**src/rtl/iter_mdu_pkg.sv**
```systemverilog
`default_nettype none
// ============================================================================
//  Package     : mdu_pkg
//  Description : Shared definitions for the iterative multiply-divide unit:
//                operation codes, FSM state encoding, divide-by-zero result
//                constant and small op-decode helpers.
//  Revision    : 1.0 - initial release
// ============================================================================
package mdu_pkg;

    localparam int c_OP_CODE_W = 4;

    typedef enum logic [c_OP_CODE_W-1:0] {
        OP_MULT  = 4'd0,
        OP_MULTU = 4'd1,
        OP_DIV   = 4'd2,
        OP_DIVU  = 4'd3,
        OP_MADD  = 4'd4,
        OP_MADDU = 4'd5,
        OP_MSUB  = 4'd6,
        OP_MSUBU = 4'd7,
        OP_MTHI  = 4'd8,
        OP_MTLO  = 4'd9,
        OP_NOP   = 4'd10
    } mdu_op_e;

    typedef enum logic [1:0] {
        ST_IDLE = 2'd0,
        ST_MUL  = 2'd1,
        ST_DIV  = 2'd2,
        ST_FIX  = 2'd3
    } mdu_state_e;

    // Every LO bit takes this value on a divide by zero; HI returns in1.
    localparam logic c_DIV0_LO_FILL = 1'b1;

    function automatic logic op_is_mul(input mdu_op_e op);
        return (op == OP_MULT) || (op == OP_MULTU) || (op == OP_MADD) ||
               (op == OP_MADDU) || (op == OP_MSUB) || (op == OP_MSUBU);
    endfunction

    function automatic logic op_is_div(input mdu_op_e op);
        return (op == OP_DIV) || (op == OP_DIVU);
    endfunction

    function automatic logic op_is_signed(input mdu_op_e op);
        return (op == OP_MULT) || (op == OP_DIV) || (op == OP_MADD) || (op == OP_MSUB);
    endfunction

endpackage
`default_nettype wire

```
**src/rtl/iter_mdu_if.sv**
```systemverilog
`default_nettype none
// ============================================================================
//  Interface   : iter_mdu_if
//  Description : EX-stage bus of the multiply-divide unit.
//                master (pipeline): drives in1, in2, mdu_op, start, req
//                slave  (MDU)     : drives hi, lo, busy, done
//  Revision    : 1.0 - initial release
// ============================================================================
interface iter_mdu_if #(
    parameter int WIDTH = 32,
    parameter int OP_W  = 4
);
    logic [WIDTH-1:0] in1;
    logic [WIDTH-1:0] in2;
    logic [OP_W-1:0]  mdu_op;
    logic             start;
    logic             req;
    logic [WIDTH-1:0] hi;
    logic [WIDTH-1:0] lo;
    logic             busy;
    logic             done;

    modport master (
        output in1, in2, mdu_op, start, req,
        input  hi, lo, busy, done
    );

    modport slave (
        input  in1, in2, mdu_op, start, req,
        output hi, lo, busy, done
    );
endinterface
`default_nettype wire

```
**src/rtl/iter_mdu_core.sv**
```systemverilog
`default_nettype none
// ============================================================================
//  Module      : mdu_iter_core
//  Description : Unsigned radix-2 shift-add multiplier / restoring divider
//                with its iteration counter. One step per i_step cycle.
//  Ports       : clk, rst_n (async, active low)
//                i_start  - load operands, counter = WIDTH-1
//                i_div    - mode latched at start (1 = divide)
//                i_step   - perform one iteration
//                i_a, i_b - magnitudes (multiplicand/multiplier or
//                           dividend/divisor)
//                o_last   - counter at zero (this step is the final one)
//                o_prod, o_quot, o_rem - results
//  Revision    : 1.0 - initial release
// ============================================================================
module mdu_iter_core #(
    parameter int WIDTH = 32
) (
    input  wire logic               clk,
    input  wire logic               rst_n,
    input  wire logic               i_start,
    input  wire logic               i_div,
    input  wire logic               i_step,
    input  wire logic [WIDTH-1:0]   i_a,
    input  wire logic [WIDTH-1:0]   i_b,
    output logic                    o_last,
    output logic [2*WIDTH-1:0]      o_prod,
    output logic [WIDTH-1:0]        o_quot,
    output logic [WIDTH-1:0]        o_rem
);
    localparam int c_CNT_W = $clog2(WIDTH);

    logic [c_CNT_W-1:0]  r_cnt;
    logic                r_div;
    logic [WIDTH-1:0]    r_d;      // multiplicand (mul) or divisor (div)
    // Shared shift register. mul: {partial product, remaining multiplier}.
    // div: {partial remainder, dividend bits shifting out / quotient in}.
    logic [2*WIDTH-1:0]  r_p;

    logic [WIDTH:0]      w_sum;
    logic [WIDTH:0]      w_shift;
    logic [WIDTH+1:0]    w_diff;

    assign w_sum   = {1'b0, r_p[2*WIDTH-1:WIDTH]} + {1'b0, (r_p[0] ? r_d : {WIDTH{1'b0}})};
    assign w_shift = {r_p[2*WIDTH-1:WIDTH], r_p[WIDTH-1]};
    assign w_diff  = {1'b0, w_shift} - {2'b00, r_d};

    always_ff @(posedge clk or negedge rst_n) begin
        if (!rst_n) begin
            r_cnt <= '0;
            r_div <= 1'b0;
            r_d   <= '0;
            r_p   <= '0;
        end else if (i_start) begin
            r_cnt <= c_CNT_W'(WIDTH - 1);
            r_div <= i_div;
            r_d   <= i_div ? i_b : i_a;
            r_p   <= {{WIDTH{1'b0}}, (i_div ? i_a : i_b)};
        end else if (i_step) begin
            if (r_cnt != '0) begin
                r_cnt <= r_cnt - 1'b1;
            end
            if (r_div) begin
                // Borrow out of the trial subtraction means restore.
                if (!w_diff[WIDTH+1]) begin
                    r_p <= {w_diff[WIDTH-1:0], r_p[WIDTH-2:0], 1'b1};
                end else begin
                    r_p <= {w_shift[WIDTH-1:0], r_p[WIDTH-2:0], 1'b0};
                end
            end else begin
                r_p <= {w_sum, r_p[WIDTH-1:1]};
            end
        end
    end

    assign o_last = (r_cnt == '0);
    assign o_prod = r_p;
    assign o_quot = r_p[WIDTH-1:0];
    assign o_rem  = r_p[2*WIDTH-1:WIDTH];
endmodule
`default_nettype wire

```
**src/rtl/iter_mdu.sv**
```systemverilog
`default_nettype none
// ============================================================================
//  Module      : iter_mdu
//  Description : Iterative multiply-divide unit with HI/LO, multiply-
//                accumulate, defined divide-by-zero and exception abort.
//                Latency WIDTH+1 cycles from start to commit.
//  Ports       : clk   - clock
//                reset - asynchronous, active-low reset
//                bus   - iter_mdu_if.slave (in1, in2, mdu_op, start, req ->
//                        hi, lo, busy, done)
//  Revision    : 1.0 - initial release
// ============================================================================
module iter_mdu
    import mdu_pkg::*;
#(
    parameter int WIDTH = 32,
    parameter int OP_W  = 4
) (
    input  wire logic   clk,
    input  wire logic   reset,
    iter_mdu_if.slave   bus
);
    mdu_state_e          r_state;
    mdu_op_e             r_op;
    logic [WIDTH-1:0]    r_hi, r_lo, r_in1;
    logic [2*WIDTH-1:0]  r_base;
    logic                r_busy, r_done, r_neg_q, r_neg_a, r_div0;

    logic [OP_W-1:0]     w_op_raw;
    mdu_op_e             w_op;
    logic                w_is_mul, w_is_div, w_signed, w_launch, w_step;
    logic                w_neg_a, w_neg_b, w_last;
    logic [WIDTH-1:0]    w_mag_a, w_mag_b, w_quot, w_rem, w_quot_s, w_rem_s;
    logic [2*WIDTH-1:0]  w_prod, w_prod_s, w_res;

    assign w_op_raw = bus.mdu_op;
    assign w_op     = mdu_op_e'(c_OP_CODE_W'(w_op_raw));
    assign w_is_mul = op_is_mul(w_op);
    assign w_is_div = op_is_div(w_op);
    assign w_signed = op_is_signed(w_op);
    assign w_launch = (r_state == ST_IDLE) && !bus.req && bus.start && (w_is_mul || w_is_div);
    assign w_step   = ((r_state == ST_MUL) || (r_state == ST_DIV)) && !bus.req;

    assign w_neg_a  = w_signed && bus.in1[WIDTH-1];
    assign w_neg_b  = w_signed && bus.in2[WIDTH-1];
    assign w_mag_a  = w_neg_a ? -bus.in1 : bus.in1;
    assign w_mag_b  = w_neg_b ? -bus.in2 : bus.in2;

    mdu_iter_core #(.WIDTH(WIDTH)) u_core (
        .clk     (clk),
        .rst_n   (reset),
        .i_start (w_launch),
        .i_div   (w_is_div),
        .i_step  (w_step),
        .i_a     (w_mag_a),
        .i_b     (w_mag_b),
        .o_last  (w_last),
        .o_prod  (w_prod),
        .o_quot  (w_quot),
        .o_rem   (w_rem)
    );

    // Sign fix-up: product/quotient negate on differing signs, remainder
    // follows the dividend. Most-negative / -1 wraps back to most-negative.
    assign w_prod_s = r_neg_q ? -w_prod : w_prod;
    assign w_quot_s = r_neg_q ? -w_quot : w_quot;
    assign w_rem_s  = r_neg_a ? -w_rem  : w_rem;

    always_comb begin
        w_res = w_prod_s;
        case (r_op)
            OP_MADD, OP_MADDU: w_res = r_base + w_prod_s;
            OP_MSUB, OP_MSUBU: w_res = r_base - w_prod_s;
            OP_DIV,  OP_DIVU:  w_res = r_div0 ? {r_in1, {WIDTH{c_DIV0_LO_FILL}}}
                                              : {w_rem_s, w_quot_s};
            default:           w_res = w_prod_s;
        endcase
    end

    always_ff @(posedge clk or negedge reset) begin
        if (!reset) begin
            r_state <= ST_IDLE;
            r_op    <= OP_NOP;
            r_hi    <= '0;
            r_lo    <= '0;
            r_in1   <= '0;
            r_base  <= '0;
            r_busy  <= 1'b0;
            r_done  <= 1'b0;
            r_neg_q <= 1'b0;
            r_neg_a <= 1'b0;
            r_div0  <= 1'b0;
        end else begin
            r_done <= 1'b0;
            case (r_state)
                ST_IDLE: begin
                    if (w_launch) begin
                        r_op    <= w_op;
                        r_in1   <= bus.in1;
                        r_base  <= {r_hi, r_lo};
                        r_neg_q <= w_neg_a ^ w_neg_b;
                        r_neg_a <= w_neg_a;
                        r_div0  <= (bus.in2 == '0);
                        r_busy  <= 1'b1;
                        r_state <= w_is_div ? ST_DIV : ST_MUL;
                    end else if (!bus.req && (w_op == OP_MTHI)) begin
                        r_hi <= bus.in1;
                    end else if (!bus.req && (w_op == OP_MTLO)) begin
                        r_lo <= bus.in1;
                    end
                end
                ST_MUL, ST_DIV: begin
                    if (bus.req) begin
                        r_busy  <= 1'b0;
                        r_state <= ST_IDLE;
                    end else if (w_last) begin
                        r_state <= ST_FIX;
                    end
                end
                ST_FIX: begin
                    // An abort arriving in the commit cycle still wins.
                    if (!bus.req) begin
                        r_hi   <= w_res[2*WIDTH-1:WIDTH];
                        r_lo   <= w_res[WIDTH-1:0];
                        r_done <= 1'b1;
                    end
                    r_busy  <= 1'b0;
                    r_state <= ST_IDLE;
                end
                default: begin
                    r_busy  <= 1'b0;
                    r_state <= ST_IDLE;
                end
            endcase
        end
    end

    assign bus.hi   = r_hi;
    assign bus.lo   = r_lo;
    assign bus.busy = r_busy;
    assign bus.done = r_done;
endmodule
`default_nettype wire

```
**src/flat_wrapper.sv**
```systemverilog
// flat-port wrapper written by rule: the top's interface ports become plain ports
module iter_mdu_flat import mdu_pkg::*;
#(
    parameter int WIDTH = 32,
    parameter int OP_W  = 4
)
  (clk, reset, bus_in1, bus_in2, bus_mdu_op, bus_start, bus_req, bus_hi, bus_lo, bus_busy, bus_done);
  iter_mdu_if #(.WIDTH(WIDTH), .OP_W(OP_W)) bus_i ();
  input  wire logic clk;
  input  wire logic reset;
  input wire logic [$bits(bus_i.in1)-1:0] bus_in1;
  input wire logic [$bits(bus_i.in2)-1:0] bus_in2;
  input wire logic [$bits(bus_i.mdu_op)-1:0] bus_mdu_op;
  input wire logic [$bits(bus_i.start)-1:0] bus_start;
  input wire logic [$bits(bus_i.req)-1:0] bus_req;
  output wire logic [$bits(bus_i.hi)-1:0] bus_hi;
  output wire logic [$bits(bus_i.lo)-1:0] bus_lo;
  output wire logic [$bits(bus_i.busy)-1:0] bus_busy;
  output wire logic [$bits(bus_i.done)-1:0] bus_done;
  assign bus_i.in1 = bus_in1;
  assign bus_i.in2 = bus_in2;
  assign bus_i.mdu_op = bus_mdu_op;
  assign bus_i.start = bus_start;
  assign bus_i.req = bus_req;
  assign bus_hi = bus_i.hi;
  assign bus_lo = bus_i.lo;
  assign bus_busy = bus_i.busy;
  assign bus_done = bus_i.done;
  iter_mdu #(.WIDTH(WIDTH), .OP_W(OP_W)) u_core (.clk(clk), .reset(reset), .bus(bus_i));
endmodule
```
**config.mk**
```make
export PLATFORM = sky130hd
export DESIGN_NAME = iter_mdu_flat
export DESIGN_NICKNAME = d
export VERILOG_FILES = /design/src/rtl/iter_mdu_pkg.sv /design/src/rtl/iter_mdu_if.sv /design/src/rtl/iter_mdu_core.sv /design/src/rtl/iter_mdu.sv /design/src/flat_wrapper.sv
export SDC_FILE = /design/constraint.sdc
export NUM_CORES = 1
export LEC_CHECK = 0
export BUFFER_PORTS_ARGS = -buffer_cell sky130_fd_sc_hd__buf_2
export CAP_MARGIN = 5
export CORE_MARGIN = 5
export CORE_UTILIZATION = 30
export DETAILED_ROUTE_END_ITERATION = 10
export PLACE_DENSITY_LB_ADDON = 0.08
export SYNTH_ARGS = -nofsm -noshare
export SYNTH_HDL_FRONTEND = slang
export SYNTH_SLANG_ARGS = --single-unit
```
**constraint.sdc**
```tcl
create_clock -name clk -period 8.87 [get_ports clk]
set_input_delay 0.887 -clock clk [delete_from_list [all_inputs] [get_ports clk]]
set_output_delay 0.887 -clock clk [all_outputs]
set_load 0.005 [all_outputs]
```
-- Word level (Yosys, flattened, before mapping)
Index checks and enable logic that the tools add are counted.
- input port bits: 72
- bits in registers: 273
- output and inout bits: 66
- word-level logic and storage cells: 126
- reduce and logical (&&, ||, !) cells: 38
- multiplexer cells: 36
- add/subtract/negate cells: 10
- bitwise gates (word level): 1
- equality and inequality tests: 26
- operators with widths (cell ; count):
    $mux 32 ; 14
    $mux 64 ; 6
    $pmux 64 s3 ; 1
    $neg 32->32 ; 4
    $pmux 32 s2 ; 2
    $add 64x64->64 ; 1
    $neg 64->64 ; 1
    $sub 64x64->64 ; 1
    $sub 33x32->34 ; 1
    $add 32x32->33 ; 1
    $eq 4x3->1 const B ; 8
    $logic_not 32->1 ; 1
    $eq 4x2->1 const B ; 4
    $mux 5 ; 3
    $ne 2x2->1 const B ; 7
    $logic_or 1x1->1 ; 11
    $eq 4x4->1 const B ; 2
    $logic_and 1x1->1 ; 8
    $mux 2 ; 4
    $reduce_and 2->1 ; 4
    $reduce_or 2->1 ; 4
    $pmux 2 s3 ; 1
    $reduce_bool 2->1 ; 3
    $logic_not 5->1 ; 1
    other kinds (14) ; 18

-- Depth between registers and ports, before layout
- depth in word-level cells: 10
- gate-level depth with buffers: 30
- depth with buffers taken out: 25

-- Hierarchy
From an unflattened synthesis, not the netlist that was laid out.
- cell total of the unflattened synthesis: 3599
- area, all modules: 27392.5 um2
- by module, submodules not included (module ; times used ; area each (um2) ; cells each ; seq. area each (um2)):
    iter_mdu ; 1 ; 17682.0 ; 2422 ; 4256.6
    mdu_iter_core ; 1 ; 9710.6 ; 1177 ; 2552.4

-- Least setup slack after synthesis
OpenSTA, ideal clock, no wires.
- kind: flip-flop to flip-flop
- start point: reg u_core.u_core.r_p[0], in the netlist u_core.u_core.o_prod[0]
- end point: reg u_core.r_hi[25], in the netlist u_core.bus.hi[25]
- setup slack: 2319 ps
- cell stages (with the launch flop): 27
- buffers on the path: 3
- library setup time: 83 ps
- arrival: 6468 ps
- cells stage by stage: dfrtp_1 > clkbuf_1 > clkinv_1 > clkbuf_1 > ha_1 > nand2b_1 > nor4_1 > nand2_1 > o2111a_1 > o311ai_0 > nor2_1 > and2_1 > a31oi_1 > xnor2_1 > ha_1 > clkbuf_1 > nand2_1 > nor2_1 > and3_1 > and4_1 > o211ai_1 > a2111oi_0 > o221ai_1 > o21a_1 > or4_1 > and3_1 > o21ai_0
- cells in the longest elaborated chain, start to end: 6
- elaborated cells on any way between the ends: 7
- those cells by class: add/sub: 3; mux: 4
- ends and longest elaborated chain (element ; line ; RTL):
    start, declared ; iter_mdu_core.sv:38 ; logic [2*WIDTH-1:0] r_p;
    start signal, assigned ; iter_mdu_core.sv:58 ; r_p <= {{WIDTH{1'b0}}, (i_div ? i_a : i_b)};
    start signal, assigned ; iter_mdu_core.sv:66 ; r_p <= {w_diff[WIDTH-1:0], r_p[WIDTH-2:0], 1'b1};
    start signal, assigned ; iter_mdu_core.sv:68 ; r_p <= {w_shift[WIDTH-1:0], r_p[WIDTH-2:0], 1'b0};
    $neg 64->64 ; iter_mdu.sv:65 ; assign w_prod_s = r_neg_q ? -w_prod : w_prod;
    $mux 64 (*) ; iter_mdu.sv:65 ;
    $sub 64x64->64 or $add 64x64->64 (tied branches) ; iter_mdu.sv:73, iter_mdu.sv:72 ;
    $pmux 64 s3 (*) ; iter_mdu.sv:71 ; case (r_op)
    $mux 32 (*) ; iter_mdu.sv:122 ; if (!bus.req) begin
    $pmux 32 s2 (*) ; iter_mdu.sv:95 ; case (r_state)
    end signal, assigned ; iter_mdu.sv:107 ; r_hi <= bus.in1;
    end signal, assigned ; iter_mdu.sv:123 ; r_hi <= w_res[2*WIDTH-1:WIDTH];
    end, declared ; iter_mdu.sv:25 ; logic [WIDTH-1:0] r_hi, r_lo, r_in1;
Mark *: on every way between the ends. The rest lies on a longest branch, timed or not. The select of a mux whose other input is x is not followed.
A chain may end at the register's enable or synchronous reset.

-- Worst setup path after layout
- start point: reg u_core.u_core.r_p[32], in the netlist u_core.u_core.o_prod[32]
- end point: reg u_core.r_hi[29], in the netlist u_core.bus.hi[29]
- cells in the longest elaborated chain, start to end: 6
- elaborated cells on any way between the ends: 10
- those cells by class: add/sub: 4; mux: 6
- ends and longest elaborated chain (element ; line ; RTL):
    $neg 64->64 or $neg 32->32 (tied branches) ; iter_mdu.sv:65, iter_mdu.sv:67 ;
    $mux 64 or $mux 32 (tied branches) ; iter_mdu.sv:65, iter_mdu.sv:67 ;
    $sub 64x64->64 (tied with other cells) ; iter_mdu.sv:73 ; OP_MSUB, OP_MSUBU: w_res = r_base - w_prod_s;
    $pmux 64 s3 (*) ; iter_mdu.sv:71 ;
    $mux 32 (*) ; iter_mdu.sv:122 ;
    $pmux 32 s2 (*) ; iter_mdu.sv:95 ;
Marks and branches as above.

==> results.md <==
- Lkg Pwr: 12.5 nW
- Final WS setup: 1510 ps
- CTS-repair resized insts: 0
- Minimum clock period: 7360 ps
- Slowest cell on crit path: nor4_1
- Sequential area share after synthesis: 26.2%
- First-pass GRT wire length: 171,000 um
- Worst Reg-to-Reg Cells: 23
- Worst-path cell chain: inv_1 > ha_1 > or3b_1 > nor4_1 > nand2_1 > o31ai_1 > xnor2_1 > or3_4 > nor4_1 > nor2_1 > xor2_1 > ha_1 > and3_1 > nand3_1 > nor2_1 > and2_1 > nor2b_1 > a221o_1 > o21ai_0 > nand2_1 > xor2_1 > a221oi_1 > nor3_1
- # nets final: 3,704
- Area share of the leading cell type in the synthesized netlist: 26.0%
- Pins over their slew limit: 0
- Boundary Pins: 138
- Die width: 304 um
- Routed wire length: 117,000 um
- CTS tree: built
- CTS max path bufs: 3
- FFs w/ async S/R, synth: 100%
- Most numerous cell in the Yosys netlist: nand2_1
- RSZ-0062 raised after global routing: false
- DRT antenna net count: 0
- First-pass DRT Iterations: 6
- H-tree Lvls: 2
- CTS Sinks: 272
- Multi-input gate area in the final layout: 17,900 um2
- Storage element area: 6820 um2
- Worst Hold Margin: 358 ps
- Leading area contributor after synthesis: dfrtp_1
- Mapped Cells: 3,516
- Post-detail-place hpwl: 87,600 um
- Cts bufs inserted: 40
- R2r setup slk: 1510 ps
- Largest net degree at the start of global routing: 99
- CP endpoint: u_core.bus.hi[29]
- Relative slew slack: 16.8%
- FP Rows: 108
- Port bufs: 137
- Worst Setup End Kind: flop
- RR Endpoint: u_core.bus.hi[29]
- Remaining DRCs: 0
- Antenna violations before repair: 6
- Cell area after layout: 28,900 um2
- Slew @ Worst Pin: 1250 ps
- P per Cell Area: 498 nW/um2
- CP max FO: 9
- Layout cells sized above 1: 8.80%
- Pre-CTS setup slack: 1640 ps
- Hold_buf cts: 0
- RR Startpoint: u_core.u_core.o_prod[32]
- Setup CP Type: reg2reg
- #FFs+latches synth: 272
- DR WL/cell: 25.0 um
- Crit start category: flop
- Crit path DAT: 7810 ps
- Die height: 304 um
- Crit path depth: 23
- Initial Util: 30.1%
- Cell family with most CP delay: simple AND/OR/NAND/NOR gates
- Tot GR Track Use: 24.1%
- CP required: 9320 ps
- Ys Warns: 0
- Setup tns final: 0 ps
- Slowest cell delay on critical path: 750 ps
- Via count: 26,100
- Clk_lat worst skew: 590 ps
- Final Setup Violations: 0
- Clock transition at path regs: 60 ps
- Area contributors post-synth: dfrtp_1, nand2_1, ha_1
- Outcome: finished clean
- Cell variety after synth: 89
- Hold Fails Final Rpt: 0
- Core area: 86,300 um2
- Top FF cell, synth: dfrtp_1
- Die area: 92,600 um2
- Syn Area/Cell: 7.39 um2
- Critical path origin: u_core.u_core.o_prod[32]
- Critical path buffers and inverters: 1
- Most frequent cells after synthesis: nand2_1, a21oi_1, nor2_1, o21ai_0, dfrtp_1
- GP Congestion: 0.906
- Max_cap viols: 0
- DP Area: 27,600 um2
- Total gr overflow: 0
- Fillers: 9,307
- Initial DRC count: 2,453
- Area grow syn2layout: 11.3%
- Vias in the first global route: 24,700
- Max rail drop VDD: 187 uV
- Mapped Area: 26,000 um2
- Fmax: 136 MHz
- Clock Skew: 25.2 ps
- Root Buffer: clkbuf_16
- Worst hold path class: in2async
- Syn Nets: 3,726
- Number of flops mapped to enable cells by yosys: 0
- Period utilisation layout: 82.9%
- Power, Total: 0.0144 W
- Routed vias/inst: 5.56
- Post-CTS setup buffers: 0
==> final cells by class <==
type                    instances  share of cell area (%)
inverters                     104                    1.35
repair buffers                183                    3.60
clock buffers                  59                    4.02
diodes                          3                  0.0260
multi-input cells            2893                    61.8
well taps                    1155                    5.00
flip-flops and latches        272                    23.6
clock inverters                13                   0.627
==> routing by layer <==
layer,part of all wire [%],up-vias,global-route usage (%),routed length (um)
met3,5.6,156,3.42,6530
met2,43,793,36.3,49900
met4,3.3,4,7.34,3910
met1,48,12600,35.7,56500
met5,0.015,-,0,18
li1,-,12500,-,-
==> state kept, by name, summed over array words and instances, names as in the netlist, 2 cells and up <==
register,count
u_core.bus.hi,32
u_core.bus.lo,32
u_core.r_base,64
u_core.r_in1,32
u_core.r_op,3
u_core.r_state,2
u_core.u_core.o_prod,64
u_core.u_core.r_cnt,5
u_core.u_core.r_d,32
==> stage by stage <==
step                      util, %  instances
after global routing         33.5       4679
after CTS                    33.5       4679
after floorplan                 -       3516
after detailed placement     31.9       4607
after global placement       31.9       4607
final                        33.5       4682
==> worst min-delay path by stage <==
stage,from,to,slack (ps),cells after the start
2_1_floorplan,u_core.r_in1[15],u_core.r_in1[15],450,2
3_3_place_gp,u_core.r_in1[15],u_core.r_in1[15],460,2
3_5_place_dp,u_core.r_in1[14],u_core.r_in1[14],460,2
4_1_cts,reset,u_core.bus.lo[14],380,1
5_1_grt,reset,u_core.bus.lo[16],430,1
6_report,reset,u_core.bus.lo[18],360,1
==> report_power, final <==
group,switching [W],internal (W),total (W)
Combinational,0.00632,0.00376,0.0101
Sequential,0.000820,0.00181,0.00263
Clock,0.000678,0.00103,0.00170
==> layout by cell type (no fill, tap or decap), types with 11 or more instances in the layout <==
master and instances:
dfrtp_1 267, a211oi_1 25, a31o_2 14, buf_4 46, a221oi_1 31, a31oi_1 34
and3_1 31, nor2b_1 25, a21o_1 65, nand3_1 45, o31ai_1 40, xnor2_1 146
mux2i_1 50, o21ai_0 295, nor3_1 76, or4_1 22, and2_1 27, ha_1 134
o22ai_1 12, o21bai_1 18, o21a_1 31, or2_2 15, inv_1 102, clkbuf_16 41
o221ai_1 24, xor2_1 167, a21oi_1 312, nor2_1 294, nand2_1 599, o41ai_1 17
buf_2 136, nand2b_1 25, clkbuf_1 11, or3_1 47, nand4_1 30, nor4_1 25
o211ai_1 66
==> cell families after synthesis <==
| logic type | count (synthesis) | synth area share [%] |
|---|---|---|
| fa+ha+maj | 138 | 6.73 |
| compound gates | 1077 | 26.2 |
| xor+xnor | 314 | 10.6 |
| flops | 272 | 26.2 |
| mux | 53 | 2.06 |
| simple gates | 1311 | 23.0 |
| buf+inv | 351 | 5.21 |
Note: power is estimated with default switching activity, not from simulation.
